File: config.mk
export PLATFORM = sky130hd
export DESIGN_NAME = dmem_port_ctrl
export DESIGN_NICKNAME = d
export VERILOG_FILES = /design/src/rtl/dmem_port_ctrl.sv
export SDC_FILE = /design/constraint.sdc
export NUM_CORES = 1
export LEC_CHECK = 0
export BUFFER_PORTS_ARGS = -buffer_cell sky130_fd_sc_hd__buf_2
export CAP_MARGIN = 20
export CORE_MARGIN = 2
export CORE_UTILIZATION = 43
export CTS_CLUSTER_SIZE = 40
export DETAILED_ROUTE_END_ITERATION = 8
export PLACE_DENSITY_LB_ADDON = 0.25
export SLEW_MARGIN = 10
export SYNTH_ARGS = -nofsm -noshare
export SYNTH_HDL_FRONTEND = slang
export SYNTH_SLANG_ARGS = --single-unit
File: constraint.sdc
create_clock -name clk -period 2.85 [get_ports clk]
set_input_delay 0.57 -clock clk [delete_from_list [all_inputs] [get_ports clk]]
set_output_delay 0.57 -clock clk [all_outputs]
set_load 0.02 [all_outputs]
File: src/rtl/dmem_port_ctrl.sv
// -----------------------------------------------------------------------------
// dmem_port_ctrl
//
// LSU-side front-end for one port of a byte-write true-dual-port data RAM.
// A byte/half/word request is taken on a valid/ready channel, translated into
// a RAM word address, byte-lane write enables and lane-replicated write data,
// and answered on a registered valid/ready response channel. Load data is
// captured one cycle after the RAM read, shifted down to bit 0 and sign- or
// zero-extended. Only one request is outstanding at a time. Misaligned or
// illegal-size requests never touch the RAM and come back with rsp_err_o set.
//
// Handshake rule (both channels): a transfer happens on a rising clk edge
// where valid and ready are both 1. The request side may change its payload
// freely while req_ready_o is 0. Once rsp_valid_o is raised, the response
// payload (rsp_rdata_o, rsp_err_o) holds steady until the edge where
// rsp_ready_i is seen high.
//
// Ports
//   clk, rst         clock, asynchronous active-high reset
//   req_valid_i      request valid
//   req_ready_o      high only in IDLE (comes from the state register)
//   req_we_i         1 = store, 0 = load
//   req_size_i       00 byte, 01 half, 10 word, 11 illegal
//   req_unsigned_i   load zero-extends when 1, sign-extends when 0
//   req_addr_i       byte address, AddrWidth+2 bits
//   req_wdata_i      store data, right-aligned
//   rsp_valid_o      response valid (registered)
//   rsp_ready_i      response consumed
//   rsp_rdata_o      formatted load data; 0 for stores and errors
//   rsp_err_o        misaligned or illegal-size request
//   ram_ena_o        RAM port enable, only in the accept cycle
//   ram_we_o         RAM byte-lane write enables
//   ram_addr_o       RAM word address
//   ram_din_o        RAM write data
//   ram_dout_i       RAM read data, valid the cycle after the read edge
//   dbgState         current FSM state (0 IDLE, 1 RD, 2 RESP)
// -----------------------------------------------------------------------------
module dmem_port_ctrl #(
  parameter int AddrWidth = 10
) (
  input  logic                 clk,
  input  logic                 rst,
  input  logic                 req_valid_i,
  output logic                 req_ready_o,
  input  logic                 req_we_i,
  input  logic [1:0]           req_size_i,
  input  logic                 req_unsigned_i,
  input  logic [AddrWidth+1:0] req_addr_i,
  input  logic [31:0]          req_wdata_i,
  output logic                 rsp_valid_o,
  input  logic                 rsp_ready_i,
  output logic [31:0]          rsp_rdata_o,
  output logic                 rsp_err_o,
  output logic                 ram_ena_o,
  output logic [3:0]           ram_we_o,
  output logic [AddrWidth-1:0] ram_addr_o,
  output logic [31:0]          ram_din_o,
  input  logic [31:0]          ram_dout_i,
  output logic [1:0]           dbgState
);

  typedef enum logic [1:0] {
    IDLE = 2'd0,
    RD   = 2'd1,
    RESP = 2'd2
  } state_t;

  localparam logic [1:0] SizeByte = 2'b00;
  localparam logic [1:0] SizeHalf = 2'b01;
  localparam logic [1:0] SizeWord = 2'b10;

  state_t      state;
  logic [1:0]  offReg;
  logic [1:0]  sizeReg;
  logic        unsReg;
  logic        rspValid;
  logic [31:0] rspData;
  logic        rspErr;

  logic        accept;
  logic        reqErr;
  logic        ramGo;
  logic [3:0]  laneMask;
  logic [31:0] laneData;
  logic [31:0] shifted;
  logic [31:0] loadData;

  assign req_ready_o = (state == IDLE);
  assign accept      = req_valid_i & req_ready_o;

  // Alignment/size check. A word must sit on a 4-byte boundary, a half on a
  // 2-byte boundary; size 11 is never legal.
  always_comb begin
    reqErr = 1'b0;
    case (req_size_i)
      SizeByte: reqErr = 1'b0;
      SizeHalf: reqErr = req_addr_i[0];
      SizeWord: reqErr = (req_addr_i[1:0] != 2'b00);
      default:  reqErr = 1'b1;
    endcase
  end

  // Store lane enables and replicated data. Replication lets the same data
  // bus serve every legal offset; the enables pick the lanes actually written.
  always_comb begin
    laneMask = 4'b0000;
    laneData = req_wdata_i;
    case (req_size_i)
      SizeByte: begin
        laneMask = 4'b0001 << req_addr_i[1:0];
        laneData = {4{req_wdata_i[7:0]}};
      end
      SizeHalf: begin
        laneMask = 4'b0011 << req_addr_i[1:0];
        laneData = {2{req_wdata_i[15:0]}};
      end
      default: begin
        laneMask = 4'b1111;
        laneData = req_wdata_i;
      end
    endcase
  end

  // The RAM is driven straight from the request, only in the accept cycle.
  // rst gates it because the state register already reads IDLE during reset,
  // which would otherwise let a request through.
  assign ramGo      = accept & ~reqErr & ~rst;
  assign ram_ena_o  = ramGo;
  assign ram_we_o   = (ramGo & req_we_i) ? laneMask : 4'b0000;
  assign ram_addr_o = req_addr_i[AddrWidth+1:2];
  assign ram_din_o  = laneData;

  // Load formatting from the offset/size latched at accept.
  assign shifted = ram_dout_i >> {offReg, 3'b000};

  always_comb begin
    loadData = ram_dout_i;
    case (sizeReg)
      SizeByte: loadData = {{24{~unsReg & shifted[7]}}, shifted[7:0]};
      SizeHalf: loadData = {{16{~unsReg & shifted[15]}}, shifted[15:0]};
      default:  loadData = ram_dout_i;
    endcase
  end

  always_ff @(posedge clk or posedge rst) begin
    if (rst) begin
      state    <= IDLE;
      offReg   <= 2'b00;
      sizeReg  <= 2'b00;
      unsReg   <= 1'b0;
      rspValid <= 1'b0;
      rspData  <= 32'h0;
      rspErr   <= 1'b0;
    end else begin
      case (state)
        IDLE: begin
          if (accept) begin
            if (reqErr) begin
              rspErr   <= 1'b1;
              rspData  <= 32'h0;
              rspValid <= 1'b1;
              state    <= RESP;
            end else if (req_we_i) begin
              rspErr   <= 1'b0;
              rspData  <= 32'h0;
              rspValid <= 1'b1;
              state    <= RESP;
            end else begin
              offReg  <= req_addr_i[1:0];
              sizeReg <= req_size_i;
              unsReg  <= req_unsigned_i;
              state   <= RD;
            end
          end
        end
        RD: begin
          rspData  <= loadData;
          rspErr   <= 1'b0;
          rspValid <= 1'b1;
          state    <= RESP;
        end
        RESP: begin
          if (rsp_ready_i) begin
            rspValid <= 1'b0;
            state    <= IDLE;
          end
        end
        default: begin
          rspValid <= 1'b0;
          state    <= IDLE;
        end
      endcase
    end
  end

  assign rsp_valid_o = rspValid;
  assign rsp_rdata_o = rspData;
  assign rsp_err_o   = rspErr;
  assign dbgState    = state;

endmodule

**After elaboration in Yosys (flattened, before gate mapping)**

Index checks and enable logic that the tools add are counted.

- Input bits: 84
- Output and inout port bits: 84
- Flip-flop bits (word level): 41
- Logic and storage cells: 60

- Bitwise gates (word level): 10
- Reduce and logical (&&, ||, !) cells: 9
- Shift-type cells: 3
- Eq/ne operators: 8
- Muxes and demuxes: 23

Operators with widths:

| kind | number |
|---|---|
| case mux 32 bit (2 select lines) | 3 |
| two-way mux 32 bit | 3 |
| right shift 32 x 5 -> 16 bit | 1 |
| two-way mux 2 bit | 4 |
| case mux 4 bit (2 select lines) | 1 |
| two-way mux 1 bit | 7 |
| bitwise AND 1 bit | 6 |
| == test 2 x 1 -> 1 bit, second input constant | 3 |
| logical NOT 2 bit | 3 |
| case mux 1 bit (3 select lines) | 2 |
| case mux 2 bit (3 select lines) | 1 |
| AND reduction 3 bit | 2 |
| == test 2 bit, second input constant | 2 |
| two-way mux 4 bit | 1 |
| inverter 1 bit | 4 |
| AND reduction 4 bit | 1 |
| nonzero test 2 bit | 2 |
| << shifter 1 x 2 -> 4 bit, first input constant | 1 |
| << shifter 2 x 2 -> 4 bit, first input constant | 1 |
| inequality test 3 x 1 -> 1 bit, second input constant | 1 |
| inequality test 2 x 1 -> 1 bit, second input constant | 1 |
| inequality test 2 bit, second input constant | 1 |
| case mux 1 bit (2 select lines) | 1 |
| AND reduction 2 bit | 1 |

**Depth between registers and ports, before layout**

Gate-level depths: netlist of the first run.

- Depth in word-level cells: 7
- Mapped depth: 6
- Gate-level depth less buffers: 4

**Worst setup path before layout of the first run**

No wires, ideal clock.

- Path type: input to output
- Start point: input req_addr_i[0]
- End point: output ram_we_o[2]
- Arrival: 2.183 ns
- Path buffers: 1
- Slack: 0.097 ns
- Stages on the path: 5
- Cells stage by stage: buf_2 > o21a_1 > o22a_1 > or4b_2 > a31oi_1

- Longest elaborated chain between the ends: 7
- Elaborated cells on any way between the ends: 10
- Those cells by class: shift: 2; mux: 3; bitwise: 4; reduce/logical: 1

RTL lines:

| element | RTL line | text |
|---|---|---|
| start: declaration | 48 | `input logic [AddrWidth+1:0] req_addr_i,` |
| nonzero test 2 bit | 98 | `SizeWord: reqErr = (req_addr_i[1:0] != 2'b00);` |
| case mux 1 bit (3 select lines) | 95 | `case (req_size_i)` |
| inverter 1 bit (no source line) | -- |  |
| bitwise AND 1 bit (2 in series) | 127 | `assign ramGo = accept & ~reqErr & ~rst;` |
| bitwise AND 1 bit | 129 | `assign ram_we_o = (ramGo & req_we_i) ? laneMask : 4'b0000;` |
| two-way mux 4 bit * | 129 |  |
| end: declaration | 55 | `output logic [3:0] ram_we_o,` |

Every way passes the cells marked *; elsewhere a longest branch is shown, timed or not.

**Worst setup path in the final report of the first run**

- Start point: input req_addr_i[1]
- End point: output ram_we_o[2]

The elaborated chain is that of the path after synthesis.

==> results of run 1 <==
-- tightest hold or removal path: cells and delay by family --
| kind | cells | cell delay (ns) |
|---|---|---|
| buf+inv | 3 | 0.59 |
-- per-layer routing --
metal | wire [µm] | vias to the layer above | global-route usage
met4 | 174 | 0 | 0.0792
met2 | 4020 | 121 | 0.397
met5 | 0 | - | 0
met1 | 3260 | 1306 | 0.274
met3 | 493 | 18 | 0.0368
li1 | - | 1294 | -
-- layout make-up --
type / instances / area [µm²]
clock inverters: 2 / 10.0
well taps: 75 / 93.8
repair buffers: 157 / 813
fillers: 583 / 2540
multi-input cells: 204 / 1440
inverters: 8 / 30.0
flip-flops and latches: 41 / 1030
clock buffers: 6 / 72.6
-- placed cells by master, fill, tap and decap left out, types with 2 or more instances in the layout --
| cell | instances |
|---|---|
| a21oi_1 | 10 |
| a221o_1 | 16 |
| a32o_1 | 6 |
| buf_2 | 146 |
| buf_4 | 11 |
| clkbuf_8 | 5 |
| clkinv_2 | 2 |
| dfrtp_1 | 41 |
| inv_1 | 8 |
| mux2_2 | 21 |
| mux2i_1 | 19 |
| nand2_1 | 38 |
| nand2b_1 | 16 |
| nand3b_1 | 2 |
| nor2_1 | 12 |
| nor2b_1 | 3 |
| o211ai_1 | 6 |
| o21ai_0 | 30 |
| or3_1 | 2 |
-- kinds of logic after synthesis --
| kind of cell | synth area share |
|---|---|
| mux | 0.166 |
| buf+inv | 0.0946 |
| compound gates | 0.217 |
| flops | 0.378 |
| simple gates | 0.144 |
-- power groups by stage --
stage / combinational (W) / clock (W) / sequential (W)
finish: 0.00105 / 0.000372 / 0.000798
global placement: 0.00104 / 0 / 0.000809
floorplan: 0.000602 / 0 / 0.000942
CTS: 0.00106 / 0.000381 / 0.000800
detailed placement: 0.00106 / 0 / 0.000812
global route: 0.00115 / 0.000403 / 0.000821
-- sequential cells by signal, summed over array words and instances (netlist names) --
signal,flops
sizeReg,2
rsp_err_o,1
dbgState,2
unsReg,1
offReg,2
rsp_valid_o,1
rsp_rdata_o,32
-- per-stage QoR --
stage               hold slack (ns)  setup slack (ns)  power (W)
CTS                           0.437            0.0525    0.00224
detailed placement            0.467            0.0708    0.00187
floorplan                     0.528            0.0967    0.00154
global route                  0.469             0.122    0.00237
global placement              0.454             0.108    0.00185
finish                        0.416             0.223    0.00222
-- final timing paths --
path                              endpoint  slack [ns]
max reg2reg                rsp_rdata_o[27]        1.01
max in group asynchronous  rsp_rdata_o[12]        2.09
min in group clk            rsp_rdata_o[0]        0.47
min                              rsp_err_o        0.42
min reg2reg                 rsp_rdata_o[0]        0.47
max                            ram_we_o[2]        0.22
==> results.yml, run 1 <==
grt:
  grt_pass1_vias: 2706
  grt_max_degree: 42
  grt_use_total: 0.224
  overflow: 0
  grt_pass1_wl_um: 12800
  antenna_found_initial: 0
critical_path:
  max_stage_delay_ns: 0.55
  crit-reg2reg-launch: "sizeReg[1]"
  startpoint: "req_addr_i[1]"
  crit_arrival_ns: 2.06
  worst-endpoint-required_ns: 2.28
  cp_max_fo: 7
  critPathSlowestCell: "or4b_4"
  crit_buf_inv: 2
  worst-path-stages: 6
  cp_top_family: "compound AO/OA/AOI/OAI gates"
  ff2ff_path_depth: 5
  timing.critical_path.from_type: "primary input"
  path_class: "primary input to output pin"
  crit_chain: "buf_2, o21a_1, o22a_1, or4b_4, a31oi_1, buf_4"
  cp-end-kind: "output pin"
power:
  power.share.combinational: 0.474
  internal_power_w: 0.00129
  p_leak_nw: 1.84
  switchingPower_w: 0.000932
  vdd_ir_drop_max_uv: 315
  clock_power_share: 0.167
  swShare: 0.419
  p_seq_frac: 0.359
  powerDensity_nw_per_um2: 638
sta:
  hold_viol: 0
  clock.fmax_mhz: 381
  finalCritPeriodShare: 0.922
  maxSlewHeadroom: 0.592
  rsz0062_at_grt: "no"
  final-max-slew-violation-count: 0
  fin_worst_skew_ns: 0.00449
  tns_ns: 0
  setup_viol: 0
  layout_min_cycle_time_ns: 2.63
  worstMarginPinSlew_ns: 0.611
finish:
  layout.nets: 501
  design_area_um2: 3490
  antenna_cells: 0
  areaGrowthSynthToFinish_pct: 28.5
  final_cells: 493
  drive_gt1_frac: 0.455
  post-route-util: 0.578
run:
  max-cap-violations: 0
drt:
  initialDrtViolationCount: 113
  wire_per_inst_um: 16.1
  drtAntennaViolNets: 0
  first_pass_iters: 4
  vias: 2739
  routed_via_density: 5.56
  routed_wl_um: 7950
  drc_errors: 0
synthesis:
  synth_top_flop_cell: "dfrtp_1"
  synth_commonest_cells: "dfrtp_1, nand2_1, o21ai_0, mux2_2, mux2i_1"
  yosysTopAreaCellShare: 0.378
  synth.area.top_cells: "dfrtp_1, mux2_2, mux2i_1"
  yosysMostFrequentCell: "dfrtp_1"
  syn_area_um2: 2710
  synth_edf_count: 0
  syn_nets: 374
  syn_inst: 290
  avgSynthCellArea_um2: 9.35
  yosysWarningCount: 0
  synth_top_area_cell: "dfrtp_1"
  synth_seq_area_share: 0.378
  ys_types: 43
  synthArstFlopShare: 1.00
  ys_seq_elements: 41
clocking:
  htree_num_levels: 2
  clkTransAtPathRegs_ns: 0.08
  postCtsSetupBuffers: 0
  cts.hold.buffers_added: 0
  worstSkewPairLatency_ns: 0.30
  cts_resized: 0
  cts_max_path_buffers: 2
  cts_buffers: 5
  tritoncts: "yes"
  cts_sinks: 41
  cts-root-buf: "clkbuf_8"
floorplan:
  pin_count: 168
  core-area_um2: 6030
  rows: 28
  die_x_um: 83.4
  die_area_um2: 6960
  die_h_um: 83.4
  initial_core_util: 0.450
placement:
  place.gp.congestion: 0.807
  dp.cells: 485
  dp_hpwl_um: 6030
  placement.io_buffers: 147
  placed_area_um2: 3400
run_status:
  outcome: "finished, final reports clean"
hold_path:
  hp-class: "primary input to async pin"
Note: power is estimated with default switching activity, not from simulation.
==> run 2: changes to the inputs <==
--- a/config.mk
+++ b/config.mk
@@ -7,11 +7,11 @@
 export LEC_CHECK = 0
 export BUFFER_PORTS_ARGS = -buffer_cell sky130_fd_sc_hd__buf_2
 export CAP_MARGIN = 20
-export CORE_MARGIN = 2
+export CORE_MARGIN = 1.5
 export CORE_UTILIZATION = 43
 export CTS_CLUSTER_SIZE = 40
 export DETAILED_ROUTE_END_ITERATION = 8
-export PLACE_DENSITY_LB_ADDON = 0.25
+export PLACE_DENSITY = 0.77
 export SLEW_MARGIN = 10
 export SYNTH_ARGS = -nofsm -noshare
 export SYNTH_HDL_FRONTEND = slang
==> results.yml, run 2 (synthesized netlist as in run 1, its figures left out) <==
run_status:
  outcome: "finished, final reports clean"
clocking:
  htree_num_levels: 2
  worstSkewPairLatency_ns: 0.29
  clkTransAtPathRegs_ns: 0.08
  cts_sinks: 41
  cts_buffers: 5
  tritoncts: "yes"
  cts_max_path_buffers: 2
  cts-root-buf: "clkbuf_8"
  postCtsSetupBuffers: 0
drt:
  first_pass_iters: 4
  drc_errors: 0
  initialDrtViolationCount: 223
  routed_wl_um: 7650
  drtAntennaViolNets: 0
  routed_via_density: 5.49
  vias: 2717
  wire_per_inst_um: 15.5
grt:
  antenna_found_initial: 0
  grt_pass1_vias: 2509
  grt_pass1_wl_um: 11800
  grt_max_degree: 42
  globalRouteMet2Util: 0.408
  gr-max-usage-layer: "met2"
  met3_usage: 0.0374
  met1_usage: 0.277
  grt_use_total: 0.227
  overflow: 0
power:
  p_leak_nw: 1.85
  vdd_ir_drop_max_uv: 416
  switchingPower_w: 0.000930
  powerDensity_nw_per_um2: 636
  power.share.combinational: 0.477
  clock_power_share: 0.165
  swShare: 0.418
  p_seq_frac: 0.358
  internal_power_w: 0.00130
sta:
  finalCritPeriodShare: 0.981
  setup_viol: 0
  fin_worst_skew_ns: 0.0101
  worstMarginPinSlew_ns: 0.568
  hold_viol: 0
  layout_min_cycle_time_ns: 2.80
  final-max-slew-violation-count: 0
  clock.fmax_mhz: 358
  rsz0062_at_grt: "no"
  maxSlewHeadroom: 0.622
  tns_ns: 0
critical_path:
  crit_arrival_ns: 2.23
  cp_max_fo: 4
  rr_endpoint: "rsp_rdata_o[30]"
  path_class: "primary input to output pin"
  worst-endpoint-required_ns: 2.28
  r2r_slack_ns: 1.04
  cp-end-kind: "output pin"
  timing.critical_path.from_type: "primary input"
  startpoint: "req_addr_i[1]"
  critPathCapture: "ram_we_o[2]"
  ff2ff_path_depth: 4
  crit-reg2reg-launch: "dbgState[0]"
placement:
  dp_hpwl_um: 5900
  placement.io_buffers: 147
  place.gp.congestion: 0.838
floorplan:
  die_x_um: 82.4
  pin_count: 168
  initial_core_util: 0.453
  die_area_um2: 6790
  die_h_um: 82.4
  rows: 28
  core-area_um2: 5990
finish:
  final_common_cell: "buf_2"
  multi_input_area_um2: 1440
  mostFrequentLayoutCells: "buf_2, dfrtp_1, nand2_1"
  areaGrowthSynthToFinish_pct: 29.1
  drive_gt1_frac: 0.460
  post-route-util: 0.584
  antenna_cells: 0
  largest_reg_flops: 32
  layout.nets: 503
  seqCellArea_um2: 1030
  nFillCells: 542
hold_path:
  hp-class: "primary input to async pin"
run:
  max-cap-violations: 0
## run 2: per-layer routing
layer  up-vias  share of wire  wire (µm)
met5         -              0          0
met4         0          0.013        100
met3         8          0.077        586
met2       124           0.51       3870
met1      1284           0.40       3100
li1       1301              -          -
## run 2: through the flow
stage	setup slack, ns	area (µm²)	instances	total power (W)	hold WS [ns]
after floorplan	0.0967	2710	290	0.00154	0.528
final	0.0541	3500	495	0.00223	0.422
after global placement	0.115	3410	487	0.00185	0.457
after CTS	0.0568	3490	495	0.00224	0.440
after detailed placement	0.0670	3410	487	0.00187	0.471
after global routing	0.00229	3500	495	0.00239	0.467
## run 2: power by group through the flow
stage / clock network, W / registers (W) / logic, W
after floorplan: 0 / 0.000942 / 0.000602
after global placement: 0 / 0.000804 / 0.00105
after detailed placement: 0 / 0.000811 / 0.00106
after CTS: 0.000374 / 0.000799 / 0.00107
after global routing: 0.000409 / 0.000818 / 0.00116
final: 0.000367 / 0.000797 / 0.00106
## run 2: worst min-delay path by stage
| stage | slack [ns] | from | end |
|---|---|---|---|
| after floorplan | 0.53 | unsReg | unsReg |
| after global placement | 0.46 | rsp_rdata_o[0] | rsp_rdata_o[0] |
| after detailed placement | 0.47 | rsp_rdata_o[4] | rsp_rdata_o[4] |
| after CTS | 0.44 | rst | rsp_rdata_o[27] |
| after global routing | 0.47 | rst | rsp_rdata_o[9] |
| final | 0.42 | rst | rsp_rdata_o[9] |
## run 2: worst max-delay path, cell delays in order
cell and delay, ns:
buf_2 0.11, o21a_1 0.23, o22a_1 0.23, or4b_2 0.73, a31oi_2 0.18, buf_2 0.19
## run 2: what timing repair did
item	4_1_cts	5_1_grt
endpoints found under the setup margin	0	1
hold buffers	0	0
gates resized for setup	0	1
## run 2: cell type report
cell class	count	area share
sequential	41	0.293
tap	75	0.0268
clock buffer	6	0.0207
inverter	8	0.00858
multi-input combinational	204	0.412
timing repair buffer	159	0.236
clock inverter	2	0.00286
==> run 3: changes to the inputs <==
--- a/config.mk
+++ b/config.mk
@@ -8,10 +8,10 @@
 export BUFFER_PORTS_ARGS = -buffer_cell sky130_fd_sc_hd__buf_2
 export CAP_MARGIN = 20
 export CORE_MARGIN = 1.5
-export CORE_UTILIZATION = 43
+export CORE_UTILIZATION = 47
 export CTS_CLUSTER_SIZE = 40
 export DETAILED_ROUTE_END_ITERATION = 8
-export PLACE_DENSITY = 0.77
+export PLACE_DENSITY = 0.84
 export SLEW_MARGIN = 10
 export SYNTH_ARGS = -nofsm -noshare
 export SYNTH_HDL_FRONTEND = slang
==> constraint.sdc (replaced) <==
create_clock -name clk -period 3.3 [get_ports clk]
set_input_delay 0.66 -clock clk [delete_from_list [all_inputs] [get_ports clk]]
set_output_delay 0.66 -clock clk [all_outputs]
set_load 0.02 [all_outputs]
==> results.yml, run 3 (synthesized netlist as in run 1, its figures left out) <==
finish:
  largest_reg_flops: 32
  final_common_cell: "buf_2"
  areaGrowthSynthToFinish_pct: 28.3
  design_area_um2: 3480
  drive_gt1_frac: 0.449
  layout.nets: 497
  mostFrequentLayoutCells: "buf_2, dfrtp_1, nand2_1"
  final_cells: 486
  antenna_cells: 0
sta:
  fin_worst_skew_ns: 0.00167
  hold_ws_ns: 0.483
  final-max-slew-violation-count: 0
  layout_min_cycle_time_ns: 3.00
  maxSlewHeadroom: 0.493
  setup_viol: 0
  worstMarginPinSlew_ns: 0.761
  tns_ns: 0
  finalCritPeriodShare: 0.909
  rsz0062_at_grt: "no"
  hold_viol: 0
  clock.fmax_mhz: 333
power:
  vdd_ir_drop_max_uv: 247
  clock_power_share: 0.206
  switchingPower_w: 0.000800
  internal_power_w: 0.00120
  power_w: 0.00200
  p_seq_frac: 0.377
  p_leak_nw: 1.83
  powerDensity_nw_per_um2: 575
  swShare: 0.399
  power.share.combinational: 0.417
floorplan:
  core-area_um2: 5540
  initial_core_util: 0.490
  pin_count: 168
  die_h_um: 79.0
  die_area_um2: 6240
  die_x_um: 79.0
  rows: 27
critical_path:
  path_class: "primary input to output pin"
  cp-end-kind: "output pin"
  rr_endpoint: "rsp_rdata_o[29]"
  r2r_slack_ns: 1.19
  worst-endpoint-required_ns: 2.64
  max_stage_delay_ns: 0.70
  crit-reg2reg-launch: "offReg[0]"
  cp_common_cell: "buf_2"
  timing.critical_path.from_type: "primary input"
  ff2ff_path_depth: 4
  critPathSlowestCell: "or4b_2"
  crit_chain: "buf_2, o21a_1, o22a_1, or4b_2, a31oi_1, buf_2"
  crit_arrival_ns: 2.34
  crit_buf_inv: 2
  cp_max_fo: 9
  cp_top_family: "simple AND/OR/NAND/NOR gates"
hold_path:
  hold_depth: 2
  hold_path_end: "rsp_rdata_o[0]"
  hp-class: "flip-flop to flip-flop"
  hold_start: "rsp_rdata_o[0]"
clocking:
  clkTransAtPathRegs_ns: 0.08
  cts.hold.buffers_added: 0
  tritoncts: "yes"
  cts_sinks: 41
  worstSkewPairLatency_ns: 0.29
  postCtsSetupBuffers: 0
  cts_resized: 0
  htree_num_levels: 2
  cts_buffers: 5
  cts_max_path_buffers: 2
  cts-root-buf: "clkbuf_8"
grt:
  grt_pass1_vias: 2443
  grt_max_degree: 42
  antenna_found_initial: 0
  grt_use_total: 0.238
  grt_pass1_wl_um: 11600
  overflow: 0
placement:
  dp_hpwl_um: 5730
  placement.io_buffers: 147
  placed_area_um2: 3360
  place.gp.congestion: 0.832
  dp.cells: 478
run:
  max-cap-violations: 0
drt:
  routed_via_density: 5.54
  wire_per_inst_um: 15.4
  initialDrtViolationCount: 188
  drtAntennaViolNets: 0
  first_pass_iters: 4
  routed_wl_um: 7460
  vias: 2694
  drc_errors: 0
run_status:
  outcome: "finished, final reports clean"
## run 3: power groups by stage
| stage | clock network, W | logic, W | registers [W] |
|---|---|---|---|
| after floorplan | 0 | 0.000520 | 0.000814 |
| after global placement | 0 | 0.000822 | 0.000755 |
| after detailed placement | 0 | 0.000834 | 0.000763 |
| after CTS | 0.000420 | 0.000838 | 0.000753 |
| after global routing | 0.000447 | 0.000905 | 0.000779 |
| final | 0.000413 | 0.000835 | 0.000754 |
## run 3: metrics by stage
stage	utilization	setup WS, ns
floorplan	-	0.367
finish	0.628	0.301
global route	0.628	0.223
global placement	0.607	0.370
CTS	0.628	0.310
detailed placement	0.607	0.324
## run 3: layout make-up
type,count,area (µm²)
Fill cell,480,2060
Multi-Input combinational cell,204,1440
Sequential cell,41,1030
Timing Repair Buffer,153,781
Tap cell,72,90.1
Clock buffer,7,86.3
Clock inverter,1,30.0
Inverter,8,30.0
## run 3: how the worst max path moves through the flow
stage | start | end | slack [ns] | depth (start not counted)
detailed placement | req_addr_i[0] | ram_we_o[2] | 0.32 | 6
global placement | req_addr_i[0] | ram_we_o[2] | 0.37 | 6
global route | req_addr_i[0] | ram_we_o[2] | 0.22 | 6
floorplan | req_addr_i[0] | ram_we_o[2] | 0.37 | 5
CTS | req_addr_i[0] | ram_we_o[2] | 0.31 | 6
finish | req_addr_i[0] | ram_we_o[2] | 0.30 | 6
## run 3: worst register-to-register path: stages (launching register included)
cell and delay (ns):
dfrtp_1 0.80, mux4_2 0.44, and3_1 0.19, a31o_4 0.27
a221o_1 0.29
## run 3: per-layer routing
| layer | vias to the layer above | routed length, µm | track usage | part of all wire |
|---|---|---|---|---|
| met5 | - | 0 | 0 | 0 |
| met4 | 0 | 140 | 0.0772 | 0.019 |
| met3 | 14 | 456 | 0.0425 | 0.061 |
| met2 | 117 | 3820 | 0.417 | 0.51 |
| met1 | 1273 | 3040 | 0.295 | 0.41 |
| li1 | 1290 | - | - | - |
